**config.mk**
```make
export PLATFORM = sky130hd
export DESIGN_NAME = decode_queue
export DESIGN_NICKNAME = d
export VERILOG_FILES = /design/src/rtl/decode_queue.sv
export SDC_FILE = /design/constraint.sdc
export NUM_CORES = 1
export LEC_CHECK = 0
export BUFFER_PORTS_ARGS = -buffer_cell sky130_fd_sc_hd__buf_2
export CAP_MARGIN = 20
export CORE_MARGIN = 2
export CORE_UTILIZATION = 45
export CTS_CLUSTER_DIAMETER = 50
export CTS_CLUSTER_SIZE = 10
export DETAILED_ROUTE_END_ITERATION = 10
export PLACE_DENSITY = 0.64
export SYNTH_ARGS = -nofsm -noshare
export SYNTH_HDL_FRONTEND = slang
export SYNTH_SLANG_ARGS = --single-unit
```
**constraint.sdc**
```tcl
create_clock -name clk -period 3.8 [get_ports clk]
set_input_delay 0.76 -clock clk [delete_from_list [all_inputs] [get_ports clk]]
set_output_delay 0.76 -clock clk [all_outputs]
set_load 0.02 [all_outputs]
```
**src/rtl/decode_queue.sv**
```systemverilog
// decode_queue: buffered RV32I decode stage between fetch and execute.
// Fetched {instr, pc} pairs wait in a DEPTH-entry circular queue; the head is
// decoded into a control bundle that sits in an output register with its own
// valid/ready handshake, so fetch and execute stalls are decoupled.
// Optional feature: define DECODE_MEXT_EN to decode the RV32M multiply/divide
// group (OP with funct7=0000001); without it those encodings are illegal.

package cpu_pkg;

    typedef enum logic [4:0] {
        CU_ERROR,
        CU_LUI,
        CU_AUIPC,
        CU_JAL,
        CU_JALR,
        CU_BRANCH,
        CU_LOAD,
        CU_STORE,
        CU_OPIMM,
        CU_OP,
        CU_MUL,
        CU_MULH,
        CU_MULHSU,
        CU_MULHU,
        CU_DIV,
        CU_DIVU,
        CU_REM,
        CU_REMU
    } cu_op_t;

    typedef enum logic [4:0] {
        ALU_ADD,
        ALU_SUB,
        ALU_SLL,
        ALU_SLT,
        ALU_SLTU,
        ALU_XOR,
        ALU_SRL,
        ALU_SRA,
        ALU_OR,
        ALU_AND,
        ALU_MUL,
        ALU_MULH,
        ALU_MULHSU,
        ALU_MULHU,
        ALU_DIV,
        ALU_DIVU,
        ALU_REM,
        ALU_REMU
    } alu_op_t;

endpackage

module decode_queue
    import cpu_pkg::*;
#(
    parameter int XLEN  = 32,
    parameter int DEPTH = 4
) (
    input  logic                     clk,
    input  logic                     nRst,
    input  logic                     flush,
    input  logic                     in_valid,
    output logic                     in_ready,
    input  logic [31:0]              in_instr,
    input  logic [XLEN-1:0]          in_pc,
    output logic [$clog2(DEPTH):0]   count,
    output logic                     out_valid,
    input  logic                     out_ready,
    output logic [XLEN-1:0]          out_pc,
    output cu_op_t                   cu_op,
    output alu_op_t                  alu_op,
    output logic                     reg_write,
    output logic                     mem_read,
    output logic                     mem_write,
    output logic                     branch,
    output logic                     alu_src,
    output logic                     is_signed,
    output logic                     illegal,
    output logic [XLEN-1:0]          imm,
    output logic [4:0]               rs1,
    output logic [4:0]               rs2,
    output logic [4:0]               rd
);

    localparam int PW = $clog2(DEPTH);
    localparam int CW = PW + 1;

    logic [31:0]     instr_mem [DEPTH];
    logic [XLEN-1:0] pc_mem    [DEPTH];
    logic [PW-1:0]   wr_ptr;
    logic [PW-1:0]   rd_ptr;

    logic            push;
    logic            pop;
    logic [31:0]     head_instr;
    logic [XLEN-1:0] head_pc;

    logic [6:0]      opcode;
    logic [2:0]      funct3;
    logic [6:0]      funct7;
    logic [31:0]     imm_i;
    logic [31:0]     imm_s;
    logic [31:0]     imm_b;
    logic [31:0]     imm_u;
    logic [31:0]     imm_j;

    cu_op_t          d_cu_op;
    alu_op_t         d_alu_op;
    logic            d_reg_write;
    logic            d_mem_read;
    logic            d_mem_write;
    logic            d_branch;
    logic            d_alu_src;
    logic            d_is_signed;
    logic            d_illegal;
    logic [XLEN-1:0] d_imm;
    logic [4:0]      d_rs1;
    logic [4:0]      d_rs2;
    logic [4:0]      d_rd;
    logic            bad;

    // A full queue never accepts, even if the head is leaving this cycle.
    assign in_ready   = (count != CW'(DEPTH));
    assign push       = in_valid && in_ready;
    assign pop        = (count != '0) && (!out_valid || out_ready);

    assign head_instr = instr_mem[rd_ptr];
    assign head_pc    = pc_mem[rd_ptr];

    assign opcode     = head_instr[6:0];
    assign funct3     = head_instr[14:12];
    assign funct7     = head_instr[31:25];

    assign imm_i = {{20{head_instr[31]}}, head_instr[31:20]};
    assign imm_s = {{20{head_instr[31]}}, head_instr[31:25], head_instr[11:7]};
    assign imm_b = {{19{head_instr[31]}}, head_instr[31], head_instr[7],
                    head_instr[30:25], head_instr[11:8], 1'b0};
    assign imm_u = {head_instr[31:12], 12'b0};
    assign imm_j = {{11{head_instr[31]}}, head_instr[31], head_instr[19:12],
                    head_instr[20], head_instr[30:21], 1'b0};

    // Queue storage: entries are written at the write pointer on a push.
    always_ff @(posedge clk) begin
        if (push) begin
            instr_mem[wr_ptr] <= in_instr;
            pc_mem[wr_ptr]    <= in_pc;
        end
    end

    // Pointers and occupancy; flush wins over any push or pop in the same cycle.
    always_ff @(posedge clk or negedge nRst) begin
        if (!nRst) begin
            wr_ptr <= '0;
            rd_ptr <= '0;
            count  <= '0;
        end else if (flush) begin
            wr_ptr <= '0;
            rd_ptr <= '0;
            count  <= '0;
        end else begin
            if (push) begin
                wr_ptr <= wr_ptr + PW'(1);
            end
            if (pop) begin
                rd_ptr <= rd_ptr + PW'(1);
            end
            case ({push, pop})
                2'b10:   count <= count + CW'(1);
                2'b01:   count <= count - CW'(1);
                default: count <= count;
            endcase
        end
    end

    // Decode the head entry; any unknown encoding collapses to a clean illegal bundle.
    always_comb begin
        d_cu_op     = CU_ERROR;
        d_alu_op    = ALU_ADD;
        d_reg_write = 1'b0;
        d_mem_read  = 1'b0;
        d_mem_write = 1'b0;
        d_branch    = 1'b0;
        d_alu_src   = 1'b0;
        d_is_signed = 1'b0;
        d_illegal   = 1'b0;
        d_imm       = '0;
        d_rs1       = '0;
        d_rs2       = '0;
        d_rd        = '0;
        bad         = 1'b0;

        case (opcode)
            7'b0110111: begin
                d_cu_op     = CU_LUI;
                d_reg_write = 1'b1;
                d_rd        = head_instr[11:7];
                d_imm       = XLEN'($signed(imm_u));
            end
            7'b0010111: begin
                d_cu_op     = CU_AUIPC;
                d_reg_write = 1'b1;
                d_rd        = head_instr[11:7];
                d_imm       = XLEN'($signed(imm_u));
            end
            7'b1101111: begin
                d_cu_op     = CU_JAL;
                d_reg_write = 1'b1;
                d_rd        = head_instr[11:7];
                d_imm       = XLEN'($signed(imm_j));
            end
            7'b1100111: begin
                d_cu_op     = CU_JALR;
                d_reg_write = 1'b1;
                d_rs1       = head_instr[19:15];
                d_rd        = head_instr[11:7];
                d_imm       = XLEN'($signed(imm_i));
                bad         = (funct3 != 3'b000);
            end
            7'b1100011: begin
                d_cu_op  = CU_BRANCH;
                d_branch = 1'b1;
                d_alu_op = ALU_SUB;
                d_rs1    = head_instr[19:15];
                d_rs2    = head_instr[24:20];
                d_imm    = XLEN'($signed(imm_b));
                case (funct3)
                    3'b000, 3'b001, 3'b110, 3'b111: d_is_signed = 1'b0;
                    3'b100, 3'b101:                 d_is_signed = 1'b1;
                    default:                        bad = 1'b1;
                endcase
            end
            7'b0000011: begin
                d_cu_op     = CU_LOAD;
                d_reg_write = 1'b1;
                d_mem_read  = 1'b1;
                d_alu_src   = 1'b1;
                d_rs1       = head_instr[19:15];
                d_rd        = head_instr[11:7];
                d_imm       = XLEN'($signed(imm_i));
                case (funct3)
                    3'b000, 3'b001:         d_is_signed = 1'b1;
                    3'b010, 3'b100, 3'b101: d_is_signed = 1'b0;
                    default:                bad = 1'b1;
                endcase
            end
            7'b0100011: begin
                d_cu_op     = CU_STORE;
                d_mem_write = 1'b1;
                d_alu_src   = 1'b1;
                d_rs1       = head_instr[19:15];
                d_rs2       = head_instr[24:20];
                d_imm       = XLEN'($signed(imm_s));
                bad         = (funct3 > 3'b010);
            end
            7'b0010011: begin
                d_cu_op     = CU_OPIMM;
                d_reg_write = 1'b1;
                d_alu_src   = 1'b1;
                d_rs1       = head_instr[19:15];
                d_rd        = head_instr[11:7];
                d_imm       = XLEN'($signed(imm_i));
                case (funct3)
                    3'b000: d_alu_op = ALU_ADD;
                    3'b010: begin
                        d_alu_op    = ALU_SLT;
                        d_is_signed = 1'b1;
                    end
                    3'b011: d_alu_op = ALU_SLTU;
                    3'b100: d_alu_op = ALU_XOR;
                    3'b110: d_alu_op = ALU_OR;
                    3'b111: d_alu_op = ALU_AND;
                    3'b001: begin
                        d_alu_op = ALU_SLL;
                        bad      = (funct7 != 7'b0000000);
                    end
                    default: begin
                        if (funct7 == 7'b0000000) begin
                            d_alu_op = ALU_SRL;
                        end else if (funct7 == 7'b0100000) begin
                            d_alu_op    = ALU_SRA;
                            d_is_signed = 1'b1;
                        end else begin
                            bad = 1'b1;
                        end
                    end
                endcase
            end
            7'b0110011: begin
                d_cu_op     = CU_OP;
                d_reg_write = 1'b1;
                d_rs1       = head_instr[19:15];
                d_rs2       = head_instr[24:20];
                d_rd        = head_instr[11:7];
                if (funct7 == 7'b0000000) begin
                    case (funct3)
                        3'b000: d_alu_op = ALU_ADD;
                        3'b001: d_alu_op = ALU_SLL;
                        3'b010: begin
                            d_alu_op    = ALU_SLT;
                            d_is_signed = 1'b1;
                        end
                        3'b011: d_alu_op = ALU_SLTU;
                        3'b100: d_alu_op = ALU_XOR;
                        3'b101: d_alu_op = ALU_SRL;
                        3'b110: d_alu_op = ALU_OR;
                        default: d_alu_op = ALU_AND;
                    endcase
                end else if (funct7 == 7'b0100000) begin
                    if (funct3 == 3'b000) begin
                        d_alu_op = ALU_SUB;
                    end else if (funct3 == 3'b101) begin
                        d_alu_op    = ALU_SRA;
                        d_is_signed = 1'b1;
                    end else begin
                        bad = 1'b1;
                    end
                end
`ifdef DECODE_MEXT_EN
                else if (funct7 == 7'b0000001) begin
                    case (funct3)
                        3'b000: begin
                            d_cu_op  = CU_MUL;
                            d_alu_op = ALU_MUL;
                        end
                        3'b001: begin
                            d_cu_op     = CU_MULH;
                            d_alu_op    = ALU_MULH;
                            d_is_signed = 1'b1;
                        end
                        3'b010: begin
                            d_cu_op  = CU_MULHSU;
                            d_alu_op = ALU_MULHSU;
                        end
                        3'b011: begin
                            d_cu_op  = CU_MULHU;
                            d_alu_op = ALU_MULHU;
                        end
                        3'b100: begin
                            d_cu_op     = CU_DIV;
                            d_alu_op    = ALU_DIV;
                            d_is_signed = 1'b1;
                        end
                        3'b101: begin
                            d_cu_op  = CU_DIVU;
                            d_alu_op = ALU_DIVU;
                        end
                        3'b110: begin
                            d_cu_op     = CU_REM;
                            d_alu_op    = ALU_REM;
                            d_is_signed = 1'b1;
                        end
                        default: begin
                            d_cu_op  = CU_REMU;
                            d_alu_op = ALU_REMU;
                        end
                    endcase
                end
`endif
                else begin
                    bad = 1'b1;
                end
            end
            default: bad = 1'b1;
        endcase

        if (bad) begin
            d_cu_op     = CU_ERROR;
            d_alu_op    = ALU_ADD;
            d_reg_write = 1'b0;
            d_mem_read  = 1'b0;
            d_mem_write = 1'b0;
            d_branch    = 1'b0;
            d_alu_src   = 1'b0;
            d_is_signed = 1'b0;
            d_illegal   = 1'b1;
            d_imm       = '0;
            d_rs1       = '0;
            d_rs2       = '0;
            d_rd        = '0;
        end
    end

    // Output register: load the decoded head when free or draining, hold while stalled.
    always_ff @(posedge clk or negedge nRst) begin
        if (!nRst) begin
            out_valid <= 1'b0;
            out_pc    <= '0;
            cu_op     <= CU_ERROR;
            alu_op    <= ALU_ADD;
            reg_write <= 1'b0;
            mem_read  <= 1'b0;
            mem_write <= 1'b0;
            branch    <= 1'b0;
            alu_src   <= 1'b0;
            is_signed <= 1'b0;
            illegal   <= 1'b0;
            imm       <= '0;
            rs1       <= '0;
            rs2       <= '0;
            rd        <= '0;
        end else if (flush) begin
            out_valid <= 1'b0;
        end else if (pop) begin
            out_valid <= 1'b1;
            out_pc    <= head_pc;
            cu_op     <= d_cu_op;
            alu_op    <= d_alu_op;
            reg_write <= d_reg_write;
            mem_read  <= d_mem_read;
            mem_write <= d_mem_write;
            branch    <= d_branch;
            alu_src   <= d_alu_src;
            is_signed <= d_is_signed;
            illegal   <= d_illegal;
            imm       <= d_imm;
            rs1       <= d_rs1;
            rs2       <= d_rs2;
            rd        <= d_rd;
        end else if (out_valid && out_ready) begin
            out_valid <= 1'b0;
        end
    end

endmodule

```
==> impl_results.md <==
- Final min period: 3130 ps
- Worst hold slack: 129 ps
- Register clock-pin slew on the reported worst setup and hold paths: 50 ps
- Total grt overflow: 0
- Max Buffers Root-to-Sink: 3
- Core ar.: 30,600 um^2
- Worst skew pair latency: 540 ps
- Layout cells sized above 1: 0.292
- Worst Tran Pin Value: 1030 ps
- CTS sink count: between 300 and 400
- Synth Instances: 858
- PortBufs: about 170
- Highest-delay cell along the critical path: mux4_2
- Startpoint types: flop
- Worst-path fanout max: 22
- Status: completed
- Fin crit share: 0.824
- Fmax: approximately 320 MHz
- Die area: 32,600 um^2
- Rel. slew slack: 0.311
- Syn_area_per_cell: 16.3 um^2
- FFs w/ async S/R, synth: 0.285
- Most used flip-flop cell after synthesis: edfxtp_1
- Mapped Area: 14,000 um^2
- First-pass GRT wire length: 46,500 um
- # resized after CTS: 0
- Routed vias: 7,879
- DRC: 0
- Drt total wl: 29,700 um
- HPWL after detailed placement: 18,100 um
- GR Util All Layers: 0.185
- Post-CTS Setup Bufs: 0
- Pre-CTS WS: 690 ps
- Pins Over Slew Limit: 0
- Root buf cell: clkbuf_16
- CP top delay family: simple AND/OR/NAND/NOR gates
- # placed instances: between 1,000 and 1,500
- Post-route setup TNS: 0 ps
- CP arrival: ~3500 ps
- Hold Buf Count CTS: 0
- Number of I/O pins: 170
- PD cells: 709 nW/um^2
- CP Class: reg -> reg
- Max VDD drop: 0.000465 V
- Detailed-route wire length per cell: 20.3 um
- First-pass DRT Iterations: 5
- Final hold violation count: 0
- Number of global-route vias before repair: 7,988
- Max_cap viols: 0
- CP required: 4210 ps
- Final setup fails: 0
- Height of the die: 180 um
- CTS tree: built
- Routed Antenna Nets: 0
- Initial antenna violation count: 6
- P&R area growth vs syn: 18.6%
- Worst clock skew: 19.5 ps
- CP cell instances: mux4_2 > nor2b_1 > nand3_1 > o211a_1 > and3_1 > buf_4 > a32o_1
- Net count, final: 1,106
- YS warnings: 0
- EDFF count, synth: roughly 260
- Standard-cell rows: 64
- Setup ws final: between 600 and 700 ps
- Buffer and inverter count on the worst path: 1
- H-tree Lvls: 2
- Flops & latches, synth: 358
- Die width: ~180 um
- Cts bufs inserted: 44
- Starting Density: 0.458
- Initial DRC count: 621
- Seq/Total Area, Yosys: 0.731
- CP endpoint kind: flop
- Gpl congestion: 0.836
- Commonest non-fill, non-tap cells in the layout: edfxtp_1 (256), buf_2 (166), nand2_1 (150), dfrtp_1 (100), mux4_2 (62)
- RSZ-0062 raised after global routing: no
- Largest net degree at the start of global routing: 78
- Routed vias/inst: 5.38
- Non-filler cells, final: 1,464
- Worst hold path class: in -> async
- Slowest stage delay, CP: 730 ps
- Commonest non-fill, non-tap cell in the layout: edfxtp_1
- Distinct cells, synth: 58
- Leak: 6.37 nW
==> flip-flops by register name (all words and copies together), names as in the netlist, 3 cells and up <==
name,flops
cu_op,4
rs1,5
rd,5
imm,32
alu_op,4
instr_mem,128
out_pc,32
count,3
pc_mem,128
rs2,5
==> worst register-to-register path: cells and delay by family (launching register included) <==
family	cells	cell delay, ps
buffers and inverters	1	210
flip-flops	1	680
AO/OA/AOI/OAI	2	580
multiplexers	1	740
AND/OR/NAND/NOR	3	820
==> cell type report <==
class                   count  area, um^2
fillers                  2518       14000
flip-flops and latches    358       10200
multi-input cells         442        3530
clock buffers              73        1260
repair buffers            180         956
well taps                 396         495
clock inverters             7        95.1
inverters                   6        22.5
diodes                      2        5.00
==> cell usage after synthesis, types with 4 or more instances <==
library cell	n	area (um^2)
o21ai_0	28	140
nand3_1	10	50.1
or3_1	5	31.3
a21oi_1	26	130
nor3_1	11	55.1
o21ai_1	13	65.1
nand2_1	150	563
buf_1	9	33.8
nor2_1	21	78.8
nand2b_1	7	43.8
and3_1	7	43.8
a32o_1	17	170
edfxtp_1	256	7690
dfrtp_1	102	2550
a22oi_1	5	37.5
ha_1	4	50.1
inv_1	6	22.5
nand4_1	4	25.0
clkbuf_1	29	109
xnor2_1	7	61.3
mux4_2	62	1400
nor2b_1	8	50.1
a22o_1	4	35.0
buf_2	8	40.0
o31ai_1	4	30.0
==> through the flow <==
stage / power (mW) / utilization / area (um^2)
floorplan: 7.13 / - / 14000
global placement: 7.96 / 0.498 / 15200
detailed placement: 7.99 / 0.498 / 15200
CTS: 11.9 / 0.542 / 16600
global route: 12.4 / 0.543 / 16600
finish: 11.8 / 0.543 / 16600
==> routing by layer <==
metal  track usage  part of all wire  vias up
met3        0.0505             0.069       53
met5             0            0.0013        -
met1         0.253              0.43     3944
li1              -                 -     3630
met4        0.0510             0.020        6
met2         0.293              0.48      246
==> final timing paths <==
path,startpoint,end,slack (ps),cells past startpoint
hold / removal,nRst,imm[27],130,1
max in group asynchronous,nRst,rs1[3],3070,2
hold reg to reg,out_pc[14],out_pc[14],470,2
setup / recovery,rd_ptr[0],imm[9],670,7
setup reg to reg,rd_ptr[0],imm[9],670,7
min in group clk,in_pc[19],pc_mem[1][19],430,1
==> cell families after synthesis <==
family,after synthesis,share of synthesized area
compound gates,116,0.0563
xor+xnor,10,0.00625
fa+ha+maj,5,0.00500
buf+inv,59,0.0197
flops,358,0.731
mux,65,0.102
other cells,1,0.000268
simple gates,244,0.0798
==> report_power, final <==
group | switching, mW | internal [mW]
combinational | 1.81 | 1.07
sequential | 0.247 | 4.76
clock | 1.50 | 2.39
(Power assumes the default switching activity.)
